### src/rtl/codificador_instruccion_if.sv
// Field-bundle input, memory write port and status of the RV32I instruction encoder.
// "slave" is the encoder's view; "master" is the loader/memory side.
interface codificador_instruccion_if #(
  parameter int unsigned ADDR_W = 10
);
  logic              in_valid;
  logic              in_ready;
  logic [2:0]        in_type;
  logic [4:0]        in_rd;
  logic [4:0]        in_rs1;
  logic [4:0]        in_rs2;
  logic [2:0]        in_funct3;
  logic [6:0]        in_funct7;
  logic [31:0]       in_imm;
  logic              mem_we;
  logic              mem_ready;
  logic [31:0]       mem_addr;
  logic [31:0]       mem_wdata;
  logic [ADDR_W:0]   count;
  logic              full;
  logic              err_pulse;
  logic [1:0]        err_code;

  modport slave (
    input  in_valid, in_type, in_rd, in_rs1, in_rs2, in_funct3, in_funct7, in_imm, mem_ready,
    output in_ready, mem_we, mem_addr, mem_wdata, count, full, err_pulse, err_code
  );

  modport master (
    output in_valid, in_type, in_rd, in_rs1, in_rs2, in_funct3, in_funct7, in_imm, mem_ready,
    input  in_ready, mem_we, mem_addr, mem_wdata, count, full, err_pulse, err_code
  );
endinterface

### src/rtl/codificador_instruccion.sv
// Packs decoded RV32I fields into R/I/S/B words, range-checks the immediate and
// streams the words into consecutive instruction-memory addresses.
module codificador_instruccion #(
  parameter int unsigned ADDR_W    = 10,
  parameter logic [31:0] BASE_ADDR = 32'h0000_0000
) (
  input  logic                       clk,
  input  logic                       rst_n,
  input  logic                       clear,
  codificador_instruccion_if.slave   bus
);

  localparam logic [2:0] T_R    = 3'd0;
  localparam logic [2:0] T_ILD  = 3'd1;
  localparam logic [2:0] T_IALU = 3'd2;
  localparam logic [2:0] T_S    = 3'd3;
  localparam logic [2:0] T_B    = 3'd4;

  localparam logic [1:0] E_NONE  = 2'b00;
  localparam logic [1:0] E_RANGE = 2'b01;
  localparam logic [1:0] E_BODD  = 2'b10;
  localparam logic [1:0] E_TYPE  = 2'b11;

  localparam logic [ADDR_W+1:0] CAP = {2'b01, {ADDR_W{1'b0}}};

  typedef struct packed {
    logic [1:0]  err;
    logic [31:0] word;
  } enc_t;

  logic              mem_we_q, mem_we_d;
  logic [31:0]       wdata_q, wdata_d;
  logic [ADDR_W:0]   count_q, count_d;
  logic              err_pulse_q, err_pulse_d;
  logic [1:0]        err_code_q, err_code_d;

  enc_t              enc;
  logic signed [31:0] imm_s;
  logic              imm12_ok, imm13_ok;
  logic [ADDR_W+1:0] occupancy;
  logic              in_ready, accept, retire;

  // Range checks use the full 32-bit signed value so out-of-range values never alias.
  assign imm_s    = $signed(bus.in_imm);
  assign imm12_ok = (imm_s >= -32'sd2048) && (imm_s <= 32'sd2047);
  assign imm13_ok = (imm_s >= -32'sd4096) && (imm_s <= 32'sd4094);

  always_comb begin
    enc = '{err: E_NONE, word: 32'h0};
    unique case (bus.in_type)
      T_R:
        enc.word = {bus.in_funct7, bus.in_rs2, bus.in_rs1, bus.in_funct3, bus.in_rd, 7'b0110011};
      T_ILD, T_IALU: begin
        enc.word = {bus.in_imm[11:0], bus.in_rs1, bus.in_funct3, bus.in_rd,
                    (bus.in_type == T_ILD) ? 7'b0000011 : 7'b0010011};
        if (!imm12_ok) enc.err = E_RANGE;
      end
      T_S: begin
        enc.word = {bus.in_imm[11:5], bus.in_rs2, bus.in_rs1, bus.in_funct3,
                    bus.in_imm[4:0], 7'b0100011};
        if (!imm12_ok) enc.err = E_RANGE;
      end
      T_B: begin
        enc.word = {bus.in_imm[12], bus.in_imm[10:5], bus.in_rs2, bus.in_rs1, bus.in_funct3,
                    bus.in_imm[4:1], bus.in_imm[11], 7'b1100011};
        if (bus.in_imm[0])  enc.err = E_BODD;
        else if (!imm13_ok) enc.err = E_RANGE;
      end
      default:
        enc.err = E_TYPE;
    endcase
  end

  // A pending word already claims the last slot, so stop accepting one bundle early.
  assign occupancy = {1'b0, count_q} + {{(ADDR_W+1){1'b0}}, mem_we_q};
  assign in_ready  = rst_n && !clear && (occupancy != CAP) && (!mem_we_q || bus.mem_ready);
  assign accept    = bus.in_valid && in_ready;
  assign retire    = mem_we_q && bus.mem_ready;

  always_comb begin
    mem_we_d    = mem_we_q;
    wdata_d     = wdata_q;
    count_d     = count_q;
    err_pulse_d = 1'b0;
    err_code_d  = err_code_q;
    if (clear) begin
      mem_we_d   = 1'b0;
      count_d    = '0;
      err_code_d = E_NONE;
    end else begin
      if (retire) begin
        mem_we_d = 1'b0;
        count_d  = count_q + (ADDR_W+1)'(1);
      end
      if (accept) begin
        if (enc.err == E_NONE) begin
          mem_we_d = 1'b1;
          wdata_d  = enc.word;
        end else begin
          err_pulse_d = 1'b1;
          err_code_d  = enc.err;
        end
      end
    end
  end

  always_ff @(posedge clk) begin
    if (!rst_n) begin
      mem_we_q    <= 1'b0;
      wdata_q     <= 32'h0;
      count_q     <= '0;
      err_pulse_q <= 1'b0;
      err_code_q  <= E_NONE;
    end else begin
      mem_we_q    <= mem_we_d;
      wdata_q     <= wdata_d;
      count_q     <= count_d;
      err_pulse_q <= err_pulse_d;
      err_code_q  <= err_code_d;
    end
  end

  assign bus.in_ready  = in_ready;
  assign bus.mem_we    = mem_we_q;
  assign bus.mem_wdata = wdata_q;
  assign bus.mem_addr  = BASE_ADDR + 32'({count_q, 2'b00});
  assign bus.count     = count_q;
  assign bus.full      = (count_q == CAP[ADDR_W:0]);
  assign bus.err_pulse = err_pulse_q;
  assign bus.err_code  = err_code_q;

endmodule

### src/flat_wrapper.sv
// flat-port wrapper written by rule: the top's interface ports become plain ports
module codificador_instruccion_flat 
#(
  parameter int unsigned ADDR_W    = 10,
  parameter logic [31:0] BASE_ADDR = 32'h0000_0000
)
  (clk, rst_n, clear, bus_in_valid, bus_in_type, bus_in_rd, bus_in_rs1, bus_in_rs2, bus_in_funct3, bus_in_funct7, bus_in_imm, bus_mem_ready, bus_in_ready, bus_mem_we, bus_mem_addr, bus_mem_wdata, bus_count, bus_full, bus_err_pulse, bus_err_code);
  codificador_instruccion_if #(.ADDR_W(ADDR_W)) bus_i ();
  input  logic clk;
  input  logic rst_n;
  input  logic clear;
  input wire logic [$bits(bus_i.in_valid)-1:0] bus_in_valid;
  input wire logic [$bits(bus_i.in_type)-1:0] bus_in_type;
  input wire logic [$bits(bus_i.in_rd)-1:0] bus_in_rd;
  input wire logic [$bits(bus_i.in_rs1)-1:0] bus_in_rs1;
  input wire logic [$bits(bus_i.in_rs2)-1:0] bus_in_rs2;
  input wire logic [$bits(bus_i.in_funct3)-1:0] bus_in_funct3;
  input wire logic [$bits(bus_i.in_funct7)-1:0] bus_in_funct7;
  input wire logic [$bits(bus_i.in_imm)-1:0] bus_in_imm;
  input wire logic [$bits(bus_i.mem_ready)-1:0] bus_mem_ready;
  output wire logic [$bits(bus_i.in_ready)-1:0] bus_in_ready;
  output wire logic [$bits(bus_i.mem_we)-1:0] bus_mem_we;
  output wire logic [$bits(bus_i.mem_addr)-1:0] bus_mem_addr;
  output wire logic [$bits(bus_i.mem_wdata)-1:0] bus_mem_wdata;
  output wire logic [$bits(bus_i.count)-1:0] bus_count;
  output wire logic [$bits(bus_i.full)-1:0] bus_full;
  output wire logic [$bits(bus_i.err_pulse)-1:0] bus_err_pulse;
  output wire logic [$bits(bus_i.err_code)-1:0] bus_err_code;
  assign bus_i.in_valid = bus_in_valid;
  assign bus_i.in_type = bus_in_type;
  assign bus_i.in_rd = bus_in_rd;
  assign bus_i.in_rs1 = bus_in_rs1;
  assign bus_i.in_rs2 = bus_in_rs2;
  assign bus_i.in_funct3 = bus_in_funct3;
  assign bus_i.in_funct7 = bus_in_funct7;
  assign bus_i.in_imm = bus_in_imm;
  assign bus_i.mem_ready = bus_mem_ready;
  assign bus_in_ready = bus_i.in_ready;
  assign bus_mem_we = bus_i.mem_we;
  assign bus_mem_addr = bus_i.mem_addr;
  assign bus_mem_wdata = bus_i.mem_wdata;
  assign bus_count = bus_i.count;
  assign bus_full = bus_i.full;
  assign bus_err_pulse = bus_i.err_pulse;
  assign bus_err_code = bus_i.err_code;
  codificador_instruccion #(.ADDR_W(ADDR_W), .BASE_ADDR(BASE_ADDR)) u_core (.clk(clk), .rst_n(rst_n), .clear(clear), .bus(bus_i));
endmodule
### config.mk
export PLATFORM = sky130hd
export DESIGN_NAME = codificador_instruccion_flat
export DESIGN_NICKNAME = d
export VERILOG_FILES = /design/src/rtl/codificador_instruccion_if.sv /design/src/rtl/codificador_instruccion.sv /design/src/flat_wrapper.sv
export SDC_FILE = /design/constraint.sdc
export NUM_CORES = 1
export LEC_CHECK = 0
export ABC_AREA = 1
export ABC_CLOCK_PERIOD_IN_PS = 2000
export CAP_MARGIN = 30
export CORE_ASPECT_RATIO = 2
export CORE_MARGIN = 4
export CORE_UTILIZATION = 25
export CTS_CLUSTER_SIZE = 16
export DETAILED_ROUTE_END_ITERATION = 6
export GPL_ROUTABILITY_DRIVEN = 0
export HOLD_SLACK_MARGIN = 0.1
export SYNTH_ARGS = -nofsm -noshare
export SYNTH_HDL_FRONTEND = slang
export SYNTH_SLANG_ARGS = --single-unit
### constraint.sdc
create_clock -name clk -period 2 [get_ports clk]
set_input_delay 0.4 -clock clk [delete_from_list [all_inputs] [get_ports clk]]
set_output_delay 0.4 -clock clk [all_outputs]
set_load 0.005 [all_outputs]
==> impl_metrics.toml <==
[final_layout]
syn_to_final_growth_pct = 73.18
final_nets = 724
multi_input_area_sq_um = 1996
fin_cells = 803
drive_gt1_frac = 0.2500
regArea_sq_um = 890.9
n_antenna_cell = 0
layout.filler_cells = 1237
design_area_sq_um = 5469

[power]
cellPowerDensity_nw_per_um2 = 430.7
ir_worst_vdd_mv = 0.3620
p_leak_nw = 2.152

[worst_hold_path]
worstHoldPathType = "flip-flop to flip-flop"
holdCritStartpoint = "u_core.bus.err_code[0]$_SDFFE_PP0P_"

[critical_path]
worstPathArrival_ns = 1.90
crit_start = "u_core.bus.mem_we$_SDFF_PP0_"
cp_max_fo = 3
critPathKind = "flip-flop to primary output"
cp-end-kind = "primary output"
cp.required_ns = 1.60
worstSetupStartpointType = "flip-flop"
r2r_start = "u_core.bus.mem_we$_SDFF_PP0_"

[clock_tree]
cts_root_buffer = "clkbuf_16"
cts_buffers = 5
ctsHtreeMaxLevel = 2
cts_hold_repair.buffers = 0
clock_sinks = 44
clock_latency_ns = 0.29
cts_buffer_depth = 2
clk_pin_slew_ns = 0.06
cts_tree = "done"

[floorplanning]
die_area_sq_um = 14600
core_area_sq_um = 12270
ios = 146
die_w_um = 87.48
fp.dieH_um = 166.9
start_util = 0.2574
rows = 57

[timing]
setup_ws_ns = -0.2994
fmax_mhz = 434.9
min_period_over_period = 1.150
finalSetupViolCount = 34
report.final.slew_viol_count = 0
period_needed_ns = 2.299
finalClockSkew_ns = 0.007378
rsz0062_at_grt = "true"
fin_tns_setup_ns = -5.916
final_hold_viol_count = 0

[detailed_routing]
viasPerCell = 4.516
vias = 3626
drt_first_pass_iters = 4
finalWirelength_um = 11350
wl_per_cell_um = 14.13
drt_iter0_markers = 53
drcViolationCount = 0
ant_nets = 0

[synthesis]
syn_area_sq_um = 3158
ys_types = 33
synth_cells = 473
synth_edf_count = 0
synthArstFlopShare = 0
ys_warn_count = 0
synth-seq-area-share = 0.2789
ys_ff_latch = 44
syn_avg_cell_area_sq_um = 6.677
synth_ff_type = "dfxtp_1"

[grt]
grt_pass1_vias = 3695
antenna_found_initial = 0
grt_pass1_wl_um = 17190
gr-max-usage-layer = "met2"
met3_usage = 0.02966
grt_overflow_total = 0
track_usage = 0.1484
grtUsageMet2 = 0.2894
met1_usage = 0.1291
grt_start_max_net_pins = 27

[status]
violations = "setup timing"
outcome = "complete, but fails checks"

[placed_design]
post-place-ws_ns = -0.4484
io_buffers = 122
hpwl_um = 9221
placed_cell_area_sq_um = 4900
place_inst = 788

[run]
drv_cap = 0
-- through the flow --
| step | utilization | hold WS [ns] | total power [mW] |
|---|---|---|---|
| after floorplan | - | 0.4636 | 1.115 |
| after global routing | 0.4458 | 0.4952 | 2.457 |
| after CTS | 0.4219 | 0.4754 | 2.347 |
| final | 0.4458 | 0.4762 | 2.356 |
| after detailed placement | 0.3994 | 0.4657 | 1.357 |
| after global placement | 0.3994 | 0.4581 | 1.353 |
-- registers in the layout (all words and copies together) (netlist names) --
register	count
u_core.bus.err_code	2
u_core.bus.count	11
u_core.bus.mem_we	1
u_core.bus.err_pulse	1
u_core.bus.mem_wdata	29
-- layer usage --
metal,vias up,routed length [um],part of all wire
met2,146,6497,0.57
met1,1623,3583,0.32
met3,33,671,0.059
met5,-,0,0
li1,1824,-,-
met4,0,592,0.052
-- report_power, final --
part / switching (mW) / total [mW] / leakage [nW] / internal [mW]
sequential: 0.00479 / 0.886 / 0.357 / 0.881
combinational: 0.240 / 0.511 / 1.71 / 0.271
clock: 0.370 / 0.959 / 0.0841 / 0.589
-- worst max-delay path, cell delays in order, from the launching register on --
cell and delay (ns):
dfxtp_4 0.36, ha_4 0.14, buf_4 0.10, inv_1 0.05, nor2_2 0.15, nand2_1 0.11
xor2_1 0.17, nand2_1 0.07, nor2_1 0.12, nand3_2 0.11, nand2_1 0.08, inv_1 0.03
buf_2 0.12
-- cells in the mapped netlist, types with 2 or more instances --
| library cell | number | area (sq um) |
|---|---|---|
| xor2_1 | 4 | 35.03 |
| nand3_2 | 11 | 110.1 |
| nand4_1 | 5 | 31.28 |
| dfxtp_1 | 44 | 880.8 |
| a21oi_2 | 11 | 96.34 |
| nor3_1 | 2 | 10.01 |
| nor2_1 | 64 | 240.2 |
| o21ai_1 | 3 | 15.01 |
| nor2_4 | 2 | 22.52 |
| nand2_2 | 2 | 12.51 |
| inv_1 | 62 | 232.7 |
| nand3_1 | 29 | 145.1 |
| o21ai_0 | 26 | 130.1 |
| a21oi_1 | 25 | 125.1 |
| ha_1 | 4 | 50.05 |
| clkbuf_1 | 2 | 7.510 |
| nor2_2 | 2 | 12.51 |
| buf_4 | 38 | 285.3 |
| buf_6 | 2 | 22.52 |
| inv_2 | 7 | 26.28 |
| a22o_1 | 6 | 52.55 |
| buf_2 | 3 | 15.01 |
| nand2_1 | 85 | 319.1 |
| o21bai_1 | 25 | 187.7 |
-- placed cells by master (no fill, tap or decap), types with 4 or more instances in the layout --
cell type / count
a22o_1: 6
buf_4: 62
nand3_1: 24
xor2_1: 4
dfxtp_1: 40
nor2_2: 6
a21oi_1: 24
o21bai_4: 7
nand2_1: 78
nand3_2: 14
o21bai_1: 18
buf_12: 5
conb_1: 23
a21oi_2: 12
nor2_4: 6
inv_2: 7
nand2_2: 5
nand4_1: 5
buf_6: 5
inv_1: 61
clkbuf_16: 8
clkdlybuf4s50_1: 120
nor2_1: 56
o21ai_0: 26
-- repair_timing --
action	in CTS	in global routing
cloned	1	4
resized for setup	27	45
setup endpoints to repair	35	38
pin swaps	19	29
setup buffers	3	2
-- layout make-up --
cell class,instances,area share
Inverter,69,0.04873
Clock inverter,3,0.007550
Multi-Input combinational cell,335,0.3649
Sequential cell,44,0.1629
Tap cell,147,0.03363
Clock buffer,5,0.02288
Timing Repair Buffer,200,0.3594
-- final timing paths --
check                                          endpoint  slack [ns]  cells after the start
hold / removal      u_core.bus.err_code[0]$_SDFFE_PP0P_        0.48                      2
hold reg to reg     u_core.bus.err_code[0]$_SDFFE_PP0P_        0.48                      2
setup / recovery                           bus_in_ready       -0.30                     12
setup reg to reg  u_core.bus.mem_wdata[14]$_SDFFE_PN0P_       -0.22                     15
-- logic make-up after synthesis --
kind of cell,after synthesis,share of synthesized area
and+or+nand+nor,205,0.2968
AOI/OAI and AO/OA,99,0.2021
adders and majority gates,4,0.01585
buffers and inverters,116,0.1941
xor gates and xnor gates,4,0.01109
other,1,0.001187
DFF,44,0.2789
Note: power is estimated with default switching activity, not from simulation.
